===== src/rtl/conv_layer_sequencer.sv =====
// Control sequencer for one convolution layer: loads the input feature map,
// then for each pass of PAR filters loads weights and sweeps all windows.
module conv_layer_sequencer #(
  parameter int IN_W     = 14,
  parameter int IN_H     = 14,
  parameter int IN_CH    = 6,
  parameter int K        = 5,
  parameter int OUT_CH   = 16,
  parameter int PAR      = 2,
  parameter int RD_LAT   = 2,
  parameter int PIPE_LAT = 10,
  parameter int WBASE    = 0,
  parameter int FADDR_W  = 8,
  parameter int WADDR_W  = 12
) (
  input  logic               clk,
  input  logic               rst,
  input  logic               start,
  input  logic               abort,
  output logic [FADDR_W-1:0] feat_addr,
  output logic               feat_re,
  output logic               inp_we,
  output logic [3:0]         inp_row,
  output logic [3:0]         inp_col,
  output logic [WADDR_W-1:0] weight_addr,
  output logic               weight_re,
  output logic               wt_we,
  output logic [9:0]         wt_idx,
  output logic [3:0]         win_row,
  output logic [3:0]         win_col,
  output logic               conv_valid,
  output logic [3:0]         pass_idx,
  output logic               busy,
  output logic               done
);

  localparam int NIN   = IN_W * IN_H;
  localparam int WPP   = PAR * IN_CH * K * K;
  localparam int OW    = IN_W - K + 1;
  localparam int OH    = IN_H - K + 1;
  localparam int NWIN  = OW * OH;
  localparam int NPASS = OUT_CH / PAR;

  localparam logic [15:0] INP_LAST  = 16'(NIN + RD_LAT - 1);
  localparam logic [15:0] W_LAST    = 16'(WPP + RD_LAT - 1);
  localparam logic [15:0] CONV_LAST = 16'(NWIN + PIPE_LAT - 1);

  typedef enum logic [4:0] {
    IDLE     = 5'b00001,
    LOAD_INP = 5'b00010,
    LOAD_W   = 5'b00100,
    CONV     = 5'b01000,
    DONE     = 5'b10000
  } state_t;

  state_t      state, state_n;
  logic [15:0] cnt;
  logic        last_pass;

  // Read-data return pipelines: valid bit plus the address/index it belongs to.
  logic [RD_LAT-1:0]  inp_v, wt_v;
  logic [FADDR_W-1:0] inp_a [RD_LAT];
  logic [9:0]         wt_i  [RD_LAT];

  assign last_pass = (pass_idx == 4'(NPASS - 1));

  always_ff @(posedge clk or posedge rst) begin
    if (rst) state <= IDLE;
    else     state <= state_n;
  end

  always_comb begin
    state_n = state;
    case (state)
      IDLE:     if (start) state_n = LOAD_INP;
      LOAD_INP: if (cnt == INP_LAST) state_n = LOAD_W;
      LOAD_W:   if (cnt == W_LAST) state_n = CONV;
      CONV:     if (cnt == CONV_LAST) state_n = last_pass ? DONE : LOAD_W;
      DONE:     state_n = IDLE;
      default:  state_n = IDLE;
    endcase
    if (abort) state_n = IDLE;
  end

  assign busy        = (state != IDLE);
  assign done        = (state == DONE);
  assign feat_re     = (state == LOAD_INP) && (cnt < 16'(NIN));
  assign feat_addr   = feat_re ? FADDR_W'(cnt) : '0;
  assign weight_re   = (state == LOAD_W) && (cnt < 16'(WPP));
  assign weight_addr = weight_re ? WADDR_W'(WBASE + int'(pass_idx) * WPP + int'(cnt)) : '0;
  assign conv_valid  = (state == CONV) && (cnt < 16'(NWIN));

  always_ff @(posedge clk or posedge rst) begin
    if (rst) begin
      cnt      <= '0;
      pass_idx <= '0;
      win_row  <= '0;
      win_col  <= '0;
    end else if (abort) begin
      cnt      <= '0;
      pass_idx <= '0;
      win_row  <= '0;
      win_col  <= '0;
    end else begin
      // cnt is the cycle offset inside the current state; it restarts on every transition.
      cnt <= (state_n != state || state == IDLE) ? '0 : cnt + 16'd1;
      if (state == CONV && state_n == LOAD_W) pass_idx <= pass_idx + 4'd1;
      else if (state_n == DONE)               pass_idx <= '0;
      if (conv_valid) begin
        if (win_col == 4'(OW - 1)) begin
          win_col <= '0;
          win_row <= (win_row == 4'(OH - 1)) ? '0 : win_row + 4'd1;
        end else begin
          win_col <= win_col + 4'd1;
        end
      end
    end
  end

  always_ff @(posedge clk or posedge rst) begin
    if (rst) begin
      inp_v <= '0;
      wt_v  <= '0;
      for (int i = 0; i < RD_LAT; i++) begin
        inp_a[i] <= '0;
        wt_i[i]  <= '0;
      end
    end else if (abort) begin
      inp_v <= '0;
      wt_v  <= '0;
      for (int i = 0; i < RD_LAT; i++) begin
        inp_a[i] <= '0;
        wt_i[i]  <= '0;
      end
    end else begin
      inp_v[0] <= feat_re;
      inp_a[0] <= feat_addr;
      wt_v[0]  <= weight_re;
      wt_i[0]  <= weight_re ? 10'(cnt) : '0;
      for (int i = 1; i < RD_LAT; i++) begin
        inp_v[i] <= inp_v[i-1];
        inp_a[i] <= inp_a[i-1];
        wt_v[i]  <= wt_v[i-1];
        wt_i[i]  <= wt_i[i-1];
      end
    end
  end

  assign inp_we  = inp_v[RD_LAT-1];
  assign inp_row = 4'(int'(inp_a[RD_LAT-1]) / IN_W);
  assign inp_col = 4'(int'(inp_a[RD_LAT-1]) % IN_W);
  assign wt_we   = wt_v[RD_LAT-1];
  assign wt_idx  = wt_i[RD_LAT-1];

endmodule

===== config.mk =====
export PLATFORM = sky130hd
export DESIGN_NAME = conv_layer_sequencer
export DESIGN_NICKNAME = d
export VERILOG_FILES = /design/src/rtl/conv_layer_sequencer.sv
export SDC_FILE = /design/constraint.sdc
export NUM_CORES = 1
export LEC_CHECK = 0
export CAP_MARGIN = 15
export CORE_AREA = 2 2 96 98
export CTS_BUF_LIST = sky130_fd_sc_hd__clkbuf_4
export CTS_CLUSTER_DIAMETER = 40
export DETAILED_ROUTE_END_ITERATION = 10
export DIE_AREA = 0 0 98 100
export GPL_TIMING_DRIVEN = 0
export PLACE_DENSITY_LB_ADDON = 0.2
export SLEW_MARGIN = 20
export SYNTH_ARGS = -nofsm -noshare
export SYNTH_HDL_FRONTEND = slang
export SYNTH_SLANG_ARGS = --single-unit
export TNS_END_PERCENT = 50

===== constraint.sdc =====
create_clock -name clk -period 9.8 [get_ports clk]
set_clock_uncertainty 0.1 [all_clocks]
set_input_delay 0.98 -clock clk [delete_from_list [all_inputs] [get_ports clk]]
set_output_delay 0.98 -clock clk [all_outputs]
set_load 0.01 [all_outputs]

==> flow_metrics.env <==
export IMPL_end_kind="primary output"
export IMPL_startpoint_type="flop"
export IMPL_ios=61
export IMPL_syn_avg_cell_area_um2=9.33
export IMPL_row_count=35
export IMPL_rsz0062_at_grt="false"
export IMPL_fp_coreArea_um2=8890
export IMPL_antenna_left=0
export IMPL_worstMarginPinSlew_ns=0.757
export IMPL_routed_top_layer="met4"
export IMPL_worst_path_buf_inv=3
export IMPL_wl_met1_mm=4.48
export IMPL_start_util=0.529
export IMPL_htreeDepth=3
export IMPL_syn_area_um2=4700
export IMPL_path_cells="inv_1 -> ha_1 -> fa_1 -> inv_1 -> ha_1 -> a21oi_1 -> nor2_1 -> nor2_1 -> o21bai_1 -> a21oi_1 -> xnor2_1 -> ha_1 -> a21o_1 -> a31oi_1 -> xnor2_1 -> nor2_1 -> clkdlybuf4s50_1"
export IMPL_path_class="reg -> out"
export IMPL_dr_wl_met2_mm=5.06
export IMPL_drt_wl_total_mm=10.2
export IMPL_critPathRequiredTime_ns=8.72
export IMPL_finalHoldViolCount=0
export IMPL_via_count=3781
export IMPL_vdd_drop_max_mv=0.0831
export IMPL_yosys_warnings=0
export IMPL_grt_overflow=0
export IMPL_crit_arrival_ns=4.43
export IMPL_syn_to_final_growth_pct=19.7
export IMPL_grt_util_all_layers=0.215
export IMPL_postCtsResizedCells=0
export IMPL_status="finished, final reports clean"
export IMPL_synth_flop_cell="dfrtp_1"
export IMPL_die_x_um=98
export IMPL_grt_pass1_wl_mm=17.1
export IMPL_antenna_found_initial=0
export IMPL_timing_hold_ws_ns=0.373
export IMPL_max_freq_mhz=181
export IMPL_syn_num_nets=541
export IMPL_die_area_um2=9800
export IMPL_route_detailed_drc=0
export IMPL_cp_slowest_cell="dfrtp_1"
export IMPL_synthTopCellsByArea="dfrtp_1 (38%), ha_1 (8.2%), nor2_1 (4.0%)"
export IMPL_critical_path_top_delay_family="adder cells"
export IMPL_syn_inst=504
export IMPL_finalCritPeriodShare=0.563
export IMPL_synth_area_leader_cell="dfrtp_1"
export IMPL_hold_class="reg -> reg"
export IMPL_crit_fanout=8
export IMPL_die_height_um=100
export IMPL_synth_edf_count=0
export IMPL_cts_setup_buffers=0
export IMPL_wl_per_cell_um=14.7
export IMPL_total_power_uw=576
export IMPL_placed_cell_area_um2=5450
export IMPL_slew_viol_final=0
export IMPL_nets=612
export IMPL_grt_max_degree=44
export IMPL_synth_most_common_cell="dfrtp_1"
export IMPL_async_flop_share=1.00
export IMPL_cpPeakStageDelay_ns=0.55
export IMPL_firstDrtPassIters=4
export IMPL_drtIter0Drc=155
export IMPL_synth_cell_types=75
export IMPL_place_hpwl_mm=7.59
export IMPL_clock_latency_ns=0.43
export IMPL_cts_hold_buf=0
export IMPL_cts_tree="built"
export IMPL_cts_root_buf="clkbuf_4"
export IMPL_max_slew_margin_rel=0.489
export IMPL_final_util=0.633
export IMPL_n_antenna_cell=0
export IMPL_drv_cap=0
export IMPL_numPortBuffers=59
export IMPL_p_per_area_nw_per_um2=102
export IMPL_numCtsBuffers=9
export IMPL_p_leak_uw=0.00256
export IMPL_vias_per_cell=5.47
export IMPL_drive_gt1_frac=0.131
export IMPL_synth_seq_cells=73
export IMPL_synthDominantCellAreaShare=0.383
export IMPL_fin_crit_ns=5.51
export IMPL_cts_buffer_depth=2
export IMPL_synth_commonest_cells="dfrtp_1 (72), nor2_1 (50), nand2_1 (32)"
export IMPL_grt_pass1_vias=3637
export IMPL_setup_viol=0
export IMPL_yosysSeqAreaShare=0.389
export IMPL_clk_pin_slew_worst_paths_ns=0.12
export IMPL_gp_congestion=0.929
export IMPL_wl_met3_um=354
export IMPL_cts_num_sinks=73
export IMPL_tns_ns=0
export IMPL_stdcell_area_um2=5630
==> layout make-up <==
class	instances	area, µm²
Buffer	31	185
Clock buffer	9	67.6
Clock inverter	7	101
Fill cell	784	3260
Inverter	30	115
Multi-Input combinational cell	370	2580
Sequential cell	73	1830
Tap cell	111	139
Timing Repair Buffer	60	611
==> flip-flops by register name, summed over array words and instances, names as in the netlist <==
signal    cells
win_col       4
inp_a        16
state         5
wt_idx       10
win_row       4
wt_v          2
inp_v         2
wt_i         10
cnt          16
pass_idx      4
==> worst paths after layout <==
check                            start         endpoint  slack (ns)  cells after the start
setup / recovery           pass_idx[3]  weight_addr[11]        4.29                     17
hold / removal               inp_a[15]         inp_a[7]        0.37                      1
setup reg to reg                cnt[1]          cnt[10]        6.88                     11
hold reg to reg              inp_a[15]         inp_a[7]        0.37                      1
max in group asynchronous          rst         state[0]        8.19                      3
min in group asynchronous          rst         wt_i[13]        0.79                      2
==> metal layers <==
| metal | track usage | vias up |
|---|---|---|
| met5 | 0 | - |
| met4 | 0.0876 | 0 |
| met3 | 0.0348 | 22 |
| met2 | 0.375 | 87 |
| met1 | 0.269 | 1808 |
| li1 | - | 1864 |
==> through the flow <==
step / cells / setup slack (ns)
2_1_floorplan: 504 / 5.63
3_3_place_gp: 674 / 4.96
3_5_place_dp: 675 / 4.78
4_1_cts: 691 / 4.28
5_1_grt: 691 / 4.08
6_report: 691 / 4.29
==> cell families (layout without fill, tap and decap cells) <==
kind of cell,after synthesis,in the layout,synth area share
XOR/XNOR,29,29,0.0540
AO/OA/AOI/OAI,86,86,0.130
buffers and inverters,61,137,0.0633
flip-flops,73,73,0.389
multiplexers,6,6,0.0138
adder cells (fa/ha/maj),33,33,0.0910
AND/OR/NAND/NOR,215,215,0.258
other,1,1,0.000798
==> cells in the final DEF (no fill, tap or decap), drive strengths merged, types with 5 or more instances in the layout <==
master	count
a31oi	7
o21ai	23
and2	24
a21oi	17
nor4	6
xnor2	16
nand3	17
nand2	32
clkbuf	18
nor3	21
buf	23
xor2	13
nand3b	5
nor2	60
a21o	6
ha	31
nor2b	25
and3	6
inv	32
dfrtp	72
clkdlybuf4s50	59
mux2i	5
==> power by group <==
group          internal [µW]  switching, µW
combinational           16.4           28.2
sequential               305           5.91
clock                    106            114
total                    428            148
No activity file was read; power rests on OpenSTA's default activity.
